File: src/rtl/plugboard_cfg_ctrl.sv
// Plugboard configuration controller: validates PLUG/UNPLUG/CLEAR_ALL commands against a shadow table, then writes the LUT.
// Latency accept->rsp: 4 (legal plug/unplug), 2 (error), ALPHABET_LEN+2 (clear); cmd_ready only in IDLE, no queuing.
module plugboard_cfg_ctrl #(
  parameter int ALPHABET_LEN = 26,
  parameter int PORTLEN      = 5,
  parameter int MAX_PLUGS    = 10
) (
  input  logic               clk,
  input  logic               rst,
  input  logic               cmd_valid,
  output logic               cmd_ready,
  input  logic [1:0]         cmd_op,
  input  logic [PORTLEN-1:0] cmd_a,
  input  logic [PORTLEN-1:0] cmd_b,
  output logic               lut_we,
  output logic [PORTLEN-1:0] lut_addr,
  output logic [PORTLEN:0]   lut_wdata,
  output logic               rsp_valid,
  output logic [1:0]         rsp_status,
  output logic [3:0]         plug_count,
  output logic               pb_cs_n
);

  typedef enum logic [2:0] {INIT_CLR, IDLE, CHECK, WR_A, WR_B, RESP} state_t;

  localparam logic [1:0] OP_PLUG   = 2'b00;
  localparam logic [1:0] OP_UNPLUG = 2'b01;
  localparam logic [1:0] OP_CLEAR  = 2'b10;
  localparam logic [1:0] OP_RSVD   = 2'b11;

  localparam logic [1:0] ST_OK       = 2'b00;
  localparam logic [1:0] ST_BAD      = 2'b01;
  localparam logic [1:0] ST_CONFLICT = 2'b10;
  localparam logic [1:0] ST_FULL     = 2'b11;

  localparam logic [PORTLEN:0] ALEN = (PORTLEN+1)'(ALPHABET_LEN);
  localparam logic [3:0]       MAXP = 4'(MAX_PLUGS);

  state_t               state_q, state_d;
  logic [1:0]           op_q, op_d;
  logic [PORTLEN-1:0]   a_q, a_d, b_q, b_d, partner_q, partner_d;
  logic [PORTLEN:0]     clr_idx_q, clr_idx_d;
  logic                 clr_cmd_q, clr_cmd_d;
  logic                 cmd_ready_q, cmd_ready_d;
  logic                 pb_cs_n_q, pb_cs_n_d;
  logic                 lut_we_q, lut_we_d;
  logic [PORTLEN-1:0]   lut_addr_q, lut_addr_d;
  logic [PORTLEN:0]     lut_wdata_q, lut_wdata_d;
  logic                 rsp_valid_q, rsp_valid_d;
  logic [1:0]           rsp_status_q, rsp_status_d;
  logic [3:0]           plug_count_q, plug_count_d;
  logic [PORTLEN:0]     shadow_q [ALPHABET_LEN];
  logic [PORTLEN:0]     shadow_d [ALPHABET_LEN];

  logic                 a_bad, b_bad, is_bad, is_conflict, is_full;
  logic [PORTLEN:0]     ent_a, ent_b;

  assign a_bad = {1'b0, a_q} >= ALEN;
  assign b_bad = {1'b0, b_q} >= ALEN;
  assign ent_a = a_bad ? '0 : shadow_q[a_q];
  assign ent_b = b_bad ? '0 : shadow_q[b_q];

  assign is_bad      = (op_q == OP_RSVD) || a_bad ||
                       ((op_q == OP_PLUG) && (b_bad || (a_q == b_q)));
  assign is_conflict = ((op_q == OP_PLUG) && (ent_a[PORTLEN] || ent_b[PORTLEN])) ||
                       ((op_q == OP_UNPLUG) && !ent_a[PORTLEN]);
  assign is_full     = (op_q == OP_PLUG) && (plug_count_q >= MAXP);

  always_comb begin
    state_d      = state_q;
    op_d         = op_q;
    a_d          = a_q;
    b_d          = b_q;
    partner_d    = partner_q;
    clr_idx_d    = clr_idx_q;
    clr_cmd_d    = clr_cmd_q;
    rsp_status_d = rsp_status_q;
    plug_count_d = plug_count_q;
    lut_we_d     = 1'b0;
    lut_addr_d   = '0;
    lut_wdata_d  = '0;
    shadow_d     = shadow_q;

    case (state_q)
      INIT_CLR: begin
        if (clr_idx_q < ALEN) begin
          lut_we_d   = 1'b1;
          lut_addr_d = clr_idx_q[PORTLEN-1:0];
          clr_idx_d  = clr_idx_q + 1'b1;
        end else begin
          // Only a CLEAR_ALL command earns a response; the post-reset sweep does not.
          state_d      = clr_cmd_q ? RESP : IDLE;
          rsp_status_d = clr_cmd_q ? ST_OK : rsp_status_q;
          clr_cmd_d    = 1'b0;
        end
      end
      IDLE: begin
        if (cmd_valid && cmd_ready_q) begin
          op_d    = cmd_op;
          a_d     = cmd_a;
          b_d     = cmd_b;
          state_d = CHECK;
        end
      end
      CHECK: begin
        if (is_bad) begin
          rsp_status_d = ST_BAD;
          state_d      = RESP;
        end else if (is_conflict) begin
          rsp_status_d = ST_CONFLICT;
          state_d      = RESP;
        end else if (is_full) begin
          rsp_status_d = ST_FULL;
          state_d      = RESP;
        end else if (op_q == OP_CLEAR) begin
          lut_we_d     = 1'b1;
          lut_addr_d   = '0;
          clr_idx_d    = (PORTLEN+1)'(1);
          clr_cmd_d    = 1'b1;
          plug_count_d = '0;
          state_d      = INIT_CLR;
        end else begin
          // Second write target: the new partner for PLUG, the old partner for UNPLUG.
          partner_d   = (op_q == OP_PLUG) ? b_q : ent_a[PORTLEN-1:0];
          lut_we_d    = 1'b1;
          lut_addr_d  = a_q;
          lut_wdata_d = (op_q == OP_PLUG) ? {1'b1, b_q} : '0;
          state_d     = WR_A;
        end
      end
      WR_A: begin
        lut_we_d    = 1'b1;
        lut_addr_d  = partner_q;
        lut_wdata_d = (op_q == OP_PLUG) ? {1'b1, a_q} : '0;
        if (op_q == OP_PLUG) begin
          if (plug_count_q < MAXP) plug_count_d = plug_count_q + 4'd1;
        end else if (plug_count_q != 4'd0) begin
          plug_count_d = plug_count_q - 4'd1;
        end
        state_d = WR_B;
      end
      WR_B: begin
        rsp_status_d = ST_OK;
        state_d      = RESP;
      end
      RESP:    state_d = IDLE;
      default: state_d = INIT_CLR;
    endcase

    if (lut_we_d) shadow_d[lut_addr_d] = lut_wdata_d;

    cmd_ready_d = (state_d == IDLE);
    pb_cs_n_d   = (state_d != IDLE);
    rsp_valid_d = (state_d == RESP);
  end

  always_ff @(posedge clk or posedge rst) begin
    if (rst) begin
      state_q      <= INIT_CLR;
      op_q         <= '0;
      a_q          <= '0;
      b_q          <= '0;
      partner_q    <= '0;
      clr_idx_q    <= '0;
      clr_cmd_q    <= 1'b0;
      cmd_ready_q  <= 1'b0;
      pb_cs_n_q    <= 1'b1;
      lut_we_q     <= 1'b0;
      lut_addr_q   <= '0;
      lut_wdata_q  <= '0;
      rsp_valid_q  <= 1'b0;
      rsp_status_q <= ST_OK;
      plug_count_q <= '0;
      for (int i = 0; i < ALPHABET_LEN; i++) shadow_q[i] <= '0;
    end else begin
      state_q      <= state_d;
      op_q         <= op_d;
      a_q          <= a_d;
      b_q          <= b_d;
      partner_q    <= partner_d;
      clr_idx_q    <= clr_idx_d;
      clr_cmd_q    <= clr_cmd_d;
      cmd_ready_q  <= cmd_ready_d;
      pb_cs_n_q    <= pb_cs_n_d;
      lut_we_q     <= lut_we_d;
      lut_addr_q   <= lut_addr_d;
      lut_wdata_q  <= lut_wdata_d;
      rsp_valid_q  <= rsp_valid_d;
      rsp_status_q <= rsp_status_d;
      plug_count_q <= plug_count_d;
      for (int i = 0; i < ALPHABET_LEN; i++) shadow_q[i] <= shadow_d[i];
    end
  end

  assign cmd_ready  = cmd_ready_q;
  assign pb_cs_n    = pb_cs_n_q;
  assign lut_we     = lut_we_q;
  assign lut_addr   = lut_addr_q;
  assign lut_wdata  = lut_wdata_q;
  assign rsp_valid  = rsp_valid_q;
  assign rsp_status = rsp_status_q;
  assign plug_count = plug_count_q;

endmodule

File: config.mk
export PLATFORM = sky130hd
export DESIGN_NAME = plugboard_cfg_ctrl
export DESIGN_NICKNAME = d
export VERILOG_FILES = /design/src/rtl/plugboard_cfg_ctrl.sv
export SDC_FILE = /design/constraint.sdc
export NUM_CORES = 1
export LEC_CHECK = 0
export CORE_MARGIN = 2
export CORE_UTILIZATION = 50
export CTS_BUF_LIST = sky130_fd_sc_hd__clkbuf_8
export DETAILED_ROUTE_END_ITERATION = 10
export GPL_TIMING_DRIVEN = 0
export PLACE_DENSITY = 0.75
export SYNTH_ARGS = -nofsm -noshare
export SYNTH_HDL_FRONTEND = slang
export SYNTH_SLANG_ARGS = --single-unit
File: constraint.sdc
create_clock -name clk -period 9.35 [get_ports clk]
set_input_delay 1.87 -clock clk [delete_from_list [all_inputs] [get_ports clk]]
set_output_delay 1.87 -clock clk [all_outputs]
set_load 0.02 [all_outputs]
==> flow_summary.toml, run 1 <==
[worst_setup_path]
r2r_start = "a_q[1]"
critPathLaunchType = "flop"
arrival_ps = 4810
regToRegEndpoint = "shadow_q[94]"
critPathLaunch = "a_q[1]"
crit_top_cell = "clkbuf_1"
reg2regPathDepth = 12
crit_chain = "clkbuf_1, clkbuf_1, a31oi_1, a221oi_2, nor3_1, o32a_2, buf_6, nor2_1, a22oi_1, nor2_1, clkbuf_1, mux2_2"
reg2reg_slack_ps = 5020
required_ps = 9830
crit_slowest_cell = "clkbuf_1"
worst_setup_path_end_kind = "flop"
cp-endpoint = "shadow_q[94]"
crit_path_max_incr_delay_ps = 620
crit_type = "reg -> reg"
worstPathMaxFanout = 10

[detailed_routing]
vias = 6577
post-route-drc-count = 0
drtIter0Drc = 447
finalWirelength_mm = 24.30
wl_per_cell_microns = 22.13
dr.pass1.iters = 5
ant_nets = 0
via_per_inst = 5.990

[timing]
maxSlewHeadroom_pct = 29.76
hold_viol = 0
maxSlewViolCount = 0
rsz0062_at_grt = "false"
hold_ws_ps = 489.2
max_clock_freq_mhz = 231.0
tightest_slew_ps = 1054
fin_crit_sh_pct = 46.30
skew_ps = 37.02
setup_violations = 0
layout_min_cycle_time_ps = 4329

[final_layout]
syn_to_final_growth_pct = 13.69
multi_input_comb_area_sq_um = 4548
antennaDiodeCount = 0
finalNetCount = 828
layout-drive-gt1-share_pct = 35.65
fin_cells = 1098
fin_area_sq_um = 11290
post-route-util_pct = 58.03
final.fill_count = 1575
register_area_sq_um = 5106

[cts]
clk_latency_ps = 550
ctsHtreeMaxLevel = 2
cts_setup_buffers = 0
cts_tree = "done"
cts_hold_buf = 0
clock-root-buffer = "clkbuf_8"
cts_resized = 0
cts_sinks = 204
cts_made_buffers = 34
path_clk_slew_ps = 60
cts_buffer_depth = 3

[yosys]
synthFlopType = "dfrtp_1"
yosys_register_bits = 204
syn-cell-area_sq_um = 9933
synth-edff-count = 0
yosysUniqueCellTypes = 65
synth.most_common_cell = "dfrtp_1"
syn_nets = 756
synth_area_leaders = "dfrtp_1 51%, mux2_2 19%, mux4_2 9.7%"
synthTopCellsByCount = "203 x dfrtp_1, 169 x mux2_2, 48 x nor2_1"
synth_seq_area_share_pct = 51.40
syn_area_per_cell_sq_um = 13.48
synth_async_sr_flop_share_pct = 100.0
syn_inst = 737
synth_top_area_share_pct = 51.14
ys_warn_count = 0
synth_top_cell_by_area = "dfrtp_1"

[global_route]
track_usage_pct = 23.63
antenna_found_initial = 0
first_global_vias = 6736
grt_max_degree = 109
grt_pass1_wl_mm = 38.44
grt-ovfl-total = 0

[outcome]
status = "finished, final reports clean"

[floorplan]
coreArea_sq_um = 19460
num_rows = 51
die_w_microns = 145.0
start_util_pct = 51.04
dieArea_sq_um = 21010
die_h_microns = 145.0
io_pins = 36

[placement]
port_buffers = 35
dp_hpwl_mm = 17.12
gp_congestion = 0.9342
dpl_cell_area_sq_um = 10650
dpl.cell_count = 1038

[power_and_ir_drop]
leakagePower_nw = 5.199
irDropWorstVdd_mv = 0.1273
p_total_mw = 3.054
powerDensity_nw_per_um2 = 270.4

[min_path]
timing.hold.worst.class = "reg -> reg"

[run]
drv_cap = 0
-- how the worst min path moves through the flow --
stage	startpoint	end	slack, ps	cells past startpoint
finish	shadow_q[153]	shadow_q[153]	490	1
global route	shadow_q[111]	shadow_q[111]	510	1
CTS	shadow_q[153]	shadow_q[153]	490	1
detailed placement	rsp_status[0]	rsp_status[0]	480	1
global placement	rsp_status[0]	rsp_status[0]	460	1
floorplan	shadow_q[153]	shadow_q[153]	460	1
-- power breakdown --
| part | leakage [nW] | switching (mW) | total, mW | internal, mW |
|---|---|---|---|---|
| clock network | 0.385 | 0.357 | 0.742 | 0.385 |
| registers | 2.79 | 0.0999 | 1.10 | 1.00 |
| logic | 2.02 | 0.733 | 1.21 | 0.475 |
-- worst max-delay path, delay by kind of cell, from the launching register on --
| kind | cells | cell delay [ps] |
|---|---|---|
| buffers and inverters | 4 | 1640 |
| and+or+nand+nor | 3 | 1120 |
| AOI/OAI and AO/OA | 4 | 940 |
| DFF | 1 | 320 |
| muxes | 1 | 270 |
-- per-stage QoR --
step / setup slack [ps] / setup TNS [ps]
floorplan: 1914 / 0
global placement: -649.3 / -128570
detailed placement: 5104 / 0
CTS: 5088 / 0
global route: 4748 / 0
finish: 5021 / 0
-- cell type report --
| cell class | instances | share of cell area, % |
|---|---|---|
| inverter | 18 | 0.6647 |
| clock inverter | 21 | 0.9417 |
| buffer | 52 | 1.872 |
| timing repair buffer | 36 | 3.346 |
| sequential | 204 | 45.21 |
| tap | 265 | 2.936 |
| multi-input combinational | 463 | 40.27 |
| clock buffer | 39 | 4.753 |
-- registers in the layout, summed over array words and instances (netlist names) --
name        cells
a_q             5
b_q             5
clr_cmd_q       1
clr_idx_q       6
cmd_ready       1
lut_addr        5
lut_wdata       6
lut_we          1
op_q            2
partner_q       5
pb_cs_n         1
plug_count      4
rsp_status      2
rsp_valid       1
shadow_q      156
state_q         3
-- logic make-up after synthesis --
family | after synthesis | share of synthesized area [%]
adders and majority gates | 4 | 0.5795
buffers and inverters | 70 | 2.809
xor gates and xnor gates | 9 | 0.7936
DFF | 204 | 51.40
AOI/OAI and AO/OA | 86 | 6.600
and+or+nand+nor | 133 | 6.676
muxes | 231 | 31.14
-- cell usage in the layout, fill, tap and decap left out, types with 6 or more instances in the layout --
cell type	netlist	final
mux2i_1	12	12
mux2_4	6	6
inv_1	18	32
nor2_1	48	48
nor2_2	9	9
nor3_1	9	9
or2_2	7	7
clkbuf_1	37	37
o21ai_0	7	7
dfrtp_1	203	203
o211ai_1	14	14
a22oi_1	11	11
xnor2_1	7	7
a31oi_1	6	6
buf_2	7	7
clkbuf_8	0	39
mux2_2	169	169
a21oi_1	9	9
mux4_2	43	43
nand2_1	25	25
clkdlybuf4s50_1	0	35
buf_1	7	7
-- metal layers --
metal	global-route usage [%]	vias to the layer above	wire (microns)
li1	-	2881	-
met1	30.80	3419	10300
met2	39.26	214	11940
met3	4.591	63	1229
met4	9.356	0	819
met5	0	-	0
Note: power is estimated with default switching activity, not from simulation.
==> run 2, diff against run 1 <==
clock period = 4.4 ns   (was 9.35 ns; I/O delays follow)
==> flow_summary.toml, run 2 (synthesis results as in run 1) <==
[outcome]
status = "finished, final reports clean"

[floorplan]
start_util_pct = 51.04
die_w_microns = 145.0
coreArea_sq_um = 19460
dieArea_sq_um = 21010
io_pins = 36
die_h_microns = 145.0
num_rows = 51

[global_route]
grt_max_degree = 43
grt_pass1_wl_mm = 38.89
antenna_found_initial = 0
track_usage_pct = 23.68
first_global_vias = 6753
grt-ovfl-total = 0

[final_layout]
largest_reg_flops = 156
layout_commonest_cell = "dfrtp_1"
final_cell_mix = "203 x dfrtp_1, 169 x mux2_2, 43 x nor2_1, 43 x mux4_2, 40 x clkbuf_8"
antennaDiodeCount = 0
top_register = "shadow_q"
finalNetCount = 832
layout-drive-gt1-share_pct = 36.87
post-route-util_pct = 58.35
final.fill_count = 1556
fin_area_sq_um = 11360
syn_to_final_growth_pct = 14.33

[worst_setup_path]
critPathLaunchType = "flop"
worst_setup_path_end_kind = "flop"
regToRegEndpoint = "shadow_q[35]"
crit_type = "reg -> reg"
arrival_ps = 4590
worstPathMaxFanout = 10
r2r_start = "b_q[0]"
critPathLaunch = "b_q[0]"
cp-endpoint = "shadow_q[35]"
required_ps = 4800
reg2reg_slack_ps = 210
reg2regPathDepth = 11

[cts]
path_clk_slew_ps = 60
cts_sinks = 204
cts_hold_buf = 0
cts_resized = 0
cts_tree = "done"
cts_setup_buffers = 0
cts_buffer_depth = 3
clk_latency_ps = 540
ctsHtreeMaxLevel = 2
clock-root-buffer = "clkbuf_8"
cts_made_buffers = 34

[timing]
maxSlewHeadroom_pct = 27.33
rsz0062_at_grt = "true"
maxSlewViolCount = 0
tightest_slew_ps = 1090
setup_violations = 0
skew_ps = 36.13
fin_ws_ps = 210.0
fin_crit_sh_pct = 95.23
layout_min_cycle_time_ps = 4190
max_clock_freq_mhz = 238.7
hold_viol = 0

[placement]
dp_hpwl_mm = 17.42
dpl_cell_area_sq_um = 10720
port_buffers = 35
pre_cts_slack_ps = 53.52
gp_congestion = 0.8816

[detailed_routing]
drtIter0Drc = 454
ant_nets = 0
via_per_inst = 5.950
post-route-drc-count = 0
dr.pass1.iters = 5
finalWirelength_mm = 24.10
wl_per_cell_microns = 22.01
vias = 6515

[power_and_ir_drop]
leakagePower_nw = 5.202
powerDensity_nw_per_um2 = 569.9
irDropWorstVdd_mv = 0.2742
p_total_mw = 6.472

[run]
drv_cap = 0

[min_path]
timing.hold.worst.class = "reg -> reg"
-- run 2: worst min path at each step --
stage                        startpoint       endpoint  slack [ps]  cells past startpoint
final                     rsp_status[0]  rsp_status[0]         480                      1
after detailed placement  rsp_status[0]  rsp_status[0]         480                      1
after global placement    rsp_status[0]  rsp_status[0]         460                      1
after CTS                 rsp_status[0]  rsp_status[0]         480                      1
after floorplan           shadow_q[153]  shadow_q[153]         460                      1
after global routing       shadow_q[34]   shadow_q[34]         520                      1
-- run 2: worst max-delay path: stages, from the launching register on --
cell	delay [ps]
dfrtp_1	440
buf_2	330
mux4_2	350
mux2_2	270
nor4_1	330
nor4_1	110
o32a_2	240
buf_6	160
o21ai_1	330
o2111ai_1	410
nor2_1	700
mux2_2	420
-- run 2: power breakdown --
group	switching [mW]	internal, mW
registers	0.207	2.13
clock network	0.736	0.824
logic	1.56	1.02
-- run 2: metal layers --
metal  GRT usage [%]  share of wire [%]
met5               0                  0
met1           31.63                 43
met3           4.214                5.3
met4           9.257                3.3
met2           38.79                 48
-- run 2: cell type report --
type	instances	area, sq um	share of cell area [%]
Sequential cell	204	5106	44.96
Clock inverter	13	72.57	0.6390
Clock buffer	40	550.5	4.847
Inverter	18	71.32	0.6280
Multi-Input combinational cell	463	4561	40.16
Buffer	52	214.0	1.884
Tap cell	265	331.6	2.919
Timing Repair Buffer	40	450.4	3.966
-- run 2: stage by stage --
step,hold slack (ps),TNS [ps],std cells
floorplan,459.5,0,737
global placement,461.9,-140470,1037
detailed placement,475.5,0,1042
CTS,484.1,0,1095
global route,515.3,-1.712,1095
finish,480.7,0,1095
==> run 3, diff against run 2 <==
CORE_MARGIN = default   (was 2)
==> flow_summary.toml, run 3 (synthesis results as in run 1) <==
[floorplan]
die_w_microns = 143.0
io_pins = 36
start_util_pct = 51.04
num_rows = 51
dieArea_sq_um = 20430
coreArea_sq_um = 19460
die_h_microns = 143.0

[final_layout]
layout_commonest_cell = "dfrtp_1"
top_register = "shadow_q"
post-route-util_pct = 58.65
largest_reg_flops = 156
antennaDiodeCount = 0
finalNetCount = 834
layout-drive-gt1-share_pct = 36.75
final_cell_mix = "203 x dfrtp_1, 169 x mux2_2, 46 x nor2_1, 43 x mux4_2, 42 x clkbuf_8"
syn_to_final_growth_pct = 14.91

[timing]
skew_ps = 30.30
fin_setup_tns_ps = 0
rsz0062_at_grt = "false"
maxSlewViolCount = 0
setup_violations = 0
hold_viol = 0
max_clock_freq_mhz = 239.8
tightest_slew_ps = 1049
fin_ws_ps = 230.6
layout_min_cycle_time_ps = 4169
fin_crit_sh_pct = 94.76
maxSlewHeadroom_pct = 30.06

[worst_setup_path]
crit_slowest_cell = "nor2_1"
crit_path_max_incr_delay_ps = 580
r2r_start = "a_q[0]"
reg2reg_slack_ps = 230
reg2regPathDepth = 12
arrival_ps = 4630
crit_type = "reg -> reg"
worstPathMaxFanout = 10
critPathLaunchType = "flop"
required_ps = 4870
crit_chain = "buf_2, mux4_2, mux2_2, a221oi_2, nor3_1, o32a_2, buf_6, nor2_1, a22oi_1, nor2_1, clkbuf_1, mux2_2"
worst_setup_path_end_kind = "flop"
regToRegEndpoint = "shadow_q[152]"

[cts]
clk_latency_ps = 530
path_clk_slew_ps = 60
cts_setup_buffers = 0
cts_tree = "done"
clock-root-buffer = "clkbuf_8"
cts_sinks = 204
ctsHtreeMaxLevel = 2
cts_made_buffers = 36
cts_buffer_depth = 3

[detailed_routing]
dr.pass1.iters = 6
vias = 6611
wl_per_cell_microns = 22.40
finalWirelength_mm = 24.71
drtIter0Drc = 475
via_per_inst = 5.994
ant_nets = 0
post-route-drc-count = 0

[power_and_ir_drop]
comb_power_share_pct = 39.1
clkPwrFrac_pct = 25.8
irDropWorstVdd_mv = 0.2451
p_seq_share_pct = 35.1
leakagePower_nw = 5.245
power.switching_mw = 2.564
p_int_mw = 4.075
powerDensity_nw_per_um2 = 581.6
swShare_pct = 38.62

[global_route]
grt_max_degree = 42
antenna_found_initial = 0
top_usage_layer = "met2"
grt-ovfl-total = 0
use_met2_pct = 42.03
first_global_vias = 6700
grt_util_met1_pct = 34.22
track_usage_pct = 25.87
grt_pass1_wl_mm = 38.99
gr-usage-met3_pct = 4.628

[min_path]
hold_start = "shadow_q[153]"
min_path_cells = 1
min_to = "shadow_q[153]"
timing.hold.worst.class = "reg -> reg"

[placement]
gp_congestion = 0.9671
pre_cts_slack_ps = 116.8
dp_hpwl_mm = 17.43
port_buffers = 35

[run]
drv_cap = 0

[outcome]
status = "finished, final reports clean"
==> run 3: changes by cell type in the layout (fill, tap and decap cells not counted), sizes merged <==
cell	change
clkinv	+3
clkbuf	+2
inv	+2
bufinv	+1
==> run 3: stage by stage <==
stage          instances  total power [mW]  cell area [sq um]  hold WS (ps)
2_1_floorplan        737             4.128               9937         459.5
3_3_place_gp        1037             4.866              10620         462.5
3_5_place_dp        1042             4.917              10720         488.1
4_1_cts             1103             6.631              11410         502.1
5_1_grt             1103             6.971              11410         512.3
6_report            1103             6.639              11410         499.9
==> run 3: per-layer routing <==
metal | vias to the layer above | share of wire [%]
li1 | 2885 | -
met1 | 3408 | 42
met2 | 261 | 49
met3 | 57 | 6.0
met4 | 0 | 3.0
met5 | - | 0
==> run 3: worst max-delay path by stage <==
stage	to	slack, ps	from	depth (start not counted)
2_1_floorplan	a_q[0]	880	rst	1
3_3_place_gp	shadow_q[114]	-690	rst	2
3_5_place_dp	shadow_q[88]	120	a_q[1]	12
4_1_cts	shadow_q[88]	110	a_q[1]	12
5_1_grt	shadow_q[92]	40	b_q[0]	12
6_report	shadow_q[152]	230	a_q[0]	12
==> run 3: repair_timing <==
action	in CTS	in global routing
hold buffers	0	0
setup endpoints to repair	0	79
gates resized for setup	0	4
==> run 3: cell type report <==
class / instances / area [sq um]
Multi-Input combinational cell: 463 / 4553
Sequential cell: 204 / 5106
Inverter: 18 / 71.32
Tap cell: 265 / 331.6
Clock inverter: 19 / 111.4
Clock buffer: 42 / 578.1
Buffer: 52 / 212.7
Fill cell: 1567 / 8048
Timing Repair Buffer: 40 / 450.4
==> run 3: power groups by stage <==
stage	combinational (mW)	sequential [mW]	clock, mW
2_1_floorplan	1.76	2.37	0
3_3_place_gp	2.51	2.35	0
3_5_place_dp	2.56	2.36	0
4_1_cts	2.57	2.33	1.74
5_1_grt	2.78	2.36	1.83
6_report	2.60	2.33	1.71
==> run 3: worst max-delay path, delay by kind of cell, from the launching register on <==
| family | cells | cell delay [ps] |
|---|---|---|
| and+or+nand+nor | 3 | 1100 |
| AOI/OAI and AO/OA | 3 | 660 |
| muxes | 3 | 1100 |
| DFF | 1 | 320 |
| buffers and inverters | 3 | 930 |
